`config.mk`:
```
export PLATFORM = sky130hd
export DESIGN_NAME = riscv_mcsr_responder
export DESIGN_NICKNAME = d
export VERILOG_FILES = /design/src/rtl/riscv_mcsr_responder.sv
export SDC_FILE = /design/constraint.sdc
export NUM_CORES = 1
export LEC_CHECK = 0
export CORE_MARGIN = 4
export CORE_UTILIZATION = 35
export CTS_BUF_LIST = sky130_fd_sc_hd__clkbuf_4 sky130_fd_sc_hd__clkbuf_8
export CTS_CLUSTER_SIZE = 10
export DETAILED_ROUTE_END_ITERATION = 10
export GPL_TIMING_DRIVEN = 0
export SYNTH_ARGS = -nofsm -noshare
export SYNTH_HDL_FRONTEND = slang
export SYNTH_SLANG_ARGS = --single-unit
```
`constraint.sdc`:
```
create_clock -name clk -period 2.7 [get_ports clk]
set_input_delay 0.54 -clock clk [delete_from_list [all_inputs] [get_ports clk]]
set_output_delay 0.54 -clock clk [all_outputs]
set_load 0.005 [all_outputs]
```
`src/rtl/riscv_mcsr_responder.sv`:
```
// Machine-mode trap CSR file (mstatus, mtvec, mscratch, mepc, mcause) answering
// CSR requests over valid/ready with a one-cycle registered response.
module riscv_mcsr_responder #(
   parameter logic [31:0] MTVEC_RST = 32'h0000_0080,
   parameter bit          MEPC_LSB0 = 1'b1
) (
   input  logic        clk,
   input  logic        rst_n,
   input  logic        csr_req_valid_i,
   output logic        csr_req_ready_o,
   input  logic [11:0] csr_addr_i,
   input  logic [1:0]  csr_op_i,
   input  logic [31:0] csr_wdata_i,
   input  logic        csr_we_i,
   output logic        csr_rsp_valid_o,
   input  logic        csr_rsp_ready_i,
   output logic [31:0] csr_rdata_o,
   output logic        csr_illegal_o,
   input  logic        trap_i,
   input  logic [31:0] trap_pc_i,
   input  logic [5:0]  trap_cause_i,
   input  logic        mret_i,
   output logic [31:0] mepc_o,
   output logic [31:0] mtvec_o,
   output logic        mie_o
);
   localparam logic [11:0] A_MSTATUS  = 12'h300;
   localparam logic [11:0] A_MTVEC    = 12'h305;
   localparam logic [11:0] A_MSCRATCH = 12'h340;
   localparam logic [11:0] A_MEPC     = 12'h341;
   localparam logic [11:0] A_MCAUSE   = 12'h342;

   typedef enum logic {IDLE, RESP} state_t;
   state_t state;

   logic        mie, mpie;
   logic [31:0] mtvec, mscratch, mepc, mcause;
   logic        legal, accept, wr;
   logic [31:0] old, wval;

   function automatic logic [31:0] mepc_fix(input logic [31:0] v);
      return {v[31:1], MEPC_LSB0 ? 1'b0 : v[0]};
   endfunction

   always_comb begin
      legal = 1'b1;
      old   = '0;
      case (csr_addr_i)
         A_MSTATUS:  old = {19'b0, 2'b11, 3'b0, mpie, 3'b0, mie, 3'b0};
         A_MTVEC:    old = mtvec;
         A_MSCRATCH: old = mscratch;
         A_MEPC:     old = mepc;
         A_MCAUSE:   old = mcause;
         default:    legal = 1'b0;
      endcase
      case (csr_op_i)
         2'b10:   wval = old | csr_wdata_i;
         2'b11:   wval = old & ~csr_wdata_i;
         default: wval = csr_wdata_i;
      endcase
   end

   assign accept  = csr_req_valid_i & csr_req_ready_o;
   // a plain read (op 00) never writes, even with we set
   assign wr      = accept & csr_we_i & legal & (csr_op_i != 2'b00);
   assign mepc_o  = mepc;
   assign mtvec_o = mtvec;
   assign mie_o   = mie;

   always_ff @(posedge clk or negedge rst_n) begin
      if (!rst_n) begin
         state           <= IDLE;
         csr_req_ready_o <= 1'b1;
         csr_rsp_valid_o <= 1'b0;
         csr_rdata_o     <= '0;
         csr_illegal_o   <= 1'b0;
         mie             <= 1'b0;
         mpie            <= 1'b0;
         mtvec           <= {MTVEC_RST[31:2], 2'b00};
         mscratch        <= '0;
         mepc            <= '0;
         mcause          <= '0;
      end else begin
         case (state)
            IDLE: if (accept) begin
               state           <= RESP;
               csr_req_ready_o <= 1'b0;
               csr_rsp_valid_o <= 1'b1;
               csr_rdata_o     <= legal ? old : 32'h0;
               csr_illegal_o   <= ~legal;
            end
            RESP: if (csr_rsp_ready_i) begin
               state           <= IDLE;
               csr_req_ready_o <= 1'b1;
               csr_rsp_valid_o <= 1'b0;
            end
            default: state <= IDLE;
         endcase

         if (wr && csr_addr_i == A_MTVEC)    mtvec    <= wval;
         if (wr && csr_addr_i == A_MSCRATCH) mscratch <= wval;

         // trap owns mepc/mcause/mstatus this cycle; mret owns mstatus
         if (trap_i) begin
            mepc   <= mepc_fix(trap_pc_i);
            mcause <= {trap_cause_i[5], 26'b0, trap_cause_i[4:0]};
            mpie   <= mie;
            mie    <= 1'b0;
         end else begin
            if (wr && csr_addr_i == A_MEPC)   mepc   <= mepc_fix(wval);
            if (wr && csr_addr_i == A_MCAUSE) mcause <= {wval[31], 26'b0, wval[4:0]};
            if (mret_i) begin
               mie  <= mpie;
               mpie <= 1'b1;
            end else if (wr && csr_addr_i == A_MSTATUS) begin
               mie  <= wval[3];
               mpie <= wval[7];
            end
         end
      end
   end
endmodule

```
==> impl_metrics.yaml, run 1 <==
worst_hold_path:
  worstHoldPathType: "primary input to asynchronous set/reset pin"
die:
  num_rows: 52
  ios: 191
  fp.dieArea_um2: 23100
  start_util_pct: 35.8
  die_w_um: 152
  core_area_um2: 20300
  die_h_um: 152
sta:
  worst_pin_slew_ns: 0.776
  period_needed_ns: 2.66
  fin_skew_ns: 0.0136
  slew_viol_final: 0
  rsz0062_at_grt: "false"
  final.period_utilization_pct: 98.4
  relSlewSlack_pct: 47.9
  setup_viol: 0
  hold_viol: 0
  setup_slack_ns: 0.0426
  max_freq_mhz: 376
final_layout:
  syn_to_final_growth_pct: 41.8
  layout.cells.most_common: "clkdlybuf4s50_1"
  seq_area_um2: 3480
  multiInputGateArea_um2: 3610
  finalNonFillerCells: 1297
  nets: 1105
  fill_cells: 1968
  drive_gt1_share_pct: 11.6
  layout.cells.most_common_list: "clkdlybuf4s50_1 (186), dfrtp_1 (137), nand2_1 (111)"
clock_network:
  clk_pin_slew_ns: 0.08
  cts.sinks: 139
  cts_tree: "built"
  worst_skew_pair.late_latency_ns: 0.47
  cts_root_buffer: "clkbuf_8"
  htreeDepth: 4
  postCtsHoldBufs: 0
  clockBufferDepth: 2
  cts_made_buffers: 17
worst_setup_path:
  critPathMaxFanout: 10
  path_class: "primary input to flip-flop"
  arrival_ns: 3.01
  cp.required_ns: 3.05
  endpoint_kind: "flip-flop"
  crit_path_start_kind: "primary input"
synthesis:
  ys_types: 61
  synth_largest_area_cell: "dfrtp_1"
  synth-edff-count: 0
  ys_dominant_reg_cell: "dfrtp_1"
  ys_seq_area_share_pct: 47.9
  yosysWarnings: 0
  netlist_area_um2: 7260
  synth_nets: 878
  ys_top_cells_by_area: "dfrtp_1 (47%), nand2_1 (5.8%), a21oi_1 (4.3%)"
  syn_inst: 787
  ys_ff_latch: 139
  synth_top_area_share_pct: 47.2
  syn_area_per_cell_um2: 9.22
  async_flop_share_pct: 100
route:
  routedWlPerCell_um: 21.8
  via_count: 7354
  ant_nets: 0
  dr.pass1.iters: 6
  drt-initial-drc-count: 720
  drc: 0
  wl_mm: 28.3
  routed_via_density: 5.67
placed_design:
  place.detailed.hpwl_mm: 20.1
  io_buffers: 187
  place_ws_ns: -1.26
  dp.cells: 1245
  place_congestion: 0.902
run:
  maxCapViolCount: 0
pwr:
  vdd_drop_max_uv: 326
  total_power_mw: 5.09
  p_leak_nw: 4.30
  powerDensity_nw_per_um2: 494
global_routing:
  antenna_found_initial: 3
  grt_max_degree: 89
  grt_pass1_wl_mm: 42.4
  grt_pass1_vias: 7223
  grt-ovfl-total: 0
  grtUsageTotal_pct: 23.6
outcome:
  run_status: "finished clean"
power breakdown:
group | switching [mW] | internal (mW) | leakage [nW] | total, mW
Clock | 0.899 | 1.12 | 0.229 | 2.02
Combinational | 0.442 | 0.379 | 2.22 | 0.820
Sequential | 0.0836 | 2.17 | 1.85 | 2.25
synth_stat cells (13+ instances only):
cell / instances
nor2_1: 80
o21ai_0: 33
a32oi_1: 13
clkbuf_1: 44
a21oi_1: 62
a221oi_1: 13
nor2b_1: 32
o31ai_1: 30
dfrtp_1: 137
a32o_1: 14
and2_1: 17
nand2_1: 113
a22oi_1: 30
final cells by class:
cell class,count,share of cell area [%]
timing repair buffer,208,20.0
clock buffer,18,2.35
sequential,139,33.8
antenna,1,0.0243
buffer,62,3.01
tap,270,3.28
inverter,9,0.328
clock inverter,13,2.11
multi-input combinational,577,35.1
sequential cells by signal (all words and copies together), names as in the netlist:
register         flops
mie_o                1
mepc_o              31
mscratch            32
csr_rsp_valid_o      1
state                1
csr_rdata_o         32
mcause               6
csr_req_ready_o      1
mtvec_o             32
mpie                 1
csr_illegal_o        1
through the flow:
stage                     hold slack (ns)  TNS (ns)  instance area, µm²  utilization, %
after CTS                          0.0306    -0.333               10100            49.8
after global routing               0.0499         0               10300            50.7
after floorplan                     0.244         0                7260               -
after detailed placement            0.457   -106.61                9500            46.8
final                              0.0234         0               10300            50.7
after global placement              0.454   -768.50                9470            46.6
timing repair:
item                                   in CTS  in global routing
endpoints found under the hold margin       0                  0
pin swaps                                   3                  7
buffers inserted                            6                 14
resized for setup                          31                 24
setup endpoints to repair                 112                 95
metal layers:
layer / track usage (%) / wire [µm] / up-vias
met1: 33.1 / 12400 / 3583
met4: 6.85 / 553 / 4
li1: - / - / 3354
met5: 0 / 26 / -
met2: 36.5 / 12900 / 364
met3: 5.43 / 2400 / 49
path summary, 6_finish.rpt:
kind	start	end	slack (ns)	cells after the start
min in group clk	state$_DFF_PN0_	csr_rsp_valid_o$_DFFE_PN0P_	0.46	1
setup / recovery	csr_addr_i[7]	mscratch[11]$_DFFE_PN0P_	0.04	7
hold / removal	rst_n	mepc_o[12]$_DFFE_PN0P_	0.02	1
max in group asynchronous	rst_n	mscratch[23]$_DFFE_PN0P_	1.86	2
hold reg to reg	state$_DFF_PN0_	csr_rsp_valid_o$_DFFE_PN0P_	0.46	1
setup reg to reg	csr_req_ready_o$_DFFE_PN1P_	mepc_o[16]$_DFFE_PN0P_	0.52	5
critical path, stage by stage:
cell	delay (ns)
clkdlybuf4s50_1	0.46
or4_4	0.60
buf_6	0.18
or4_4	0.53
nor3_4	0.21
buf_4	0.16
mux2_2	0.32
kinds of logic after synthesis:
group | synth area share, %
flip-flops | 47.9
buffers and inverters | 4.12
other | 0.0517
AND/OR/NAND/NOR | 19.9
adder cells (fa/ha/maj) | 0.138
AO/OA/AOI/OAI | 26.6
multiplexers | 1.31
No activity file was read; power rests on OpenSTA's default activity.
==> run 2, diff against run 1 <==
- ABC_CLOCK_PERIOD_IN_PS: default -> 2700
==> results of run 2 <==
Same layout as run 1: the final DEF is identical, and so are final timing and power.
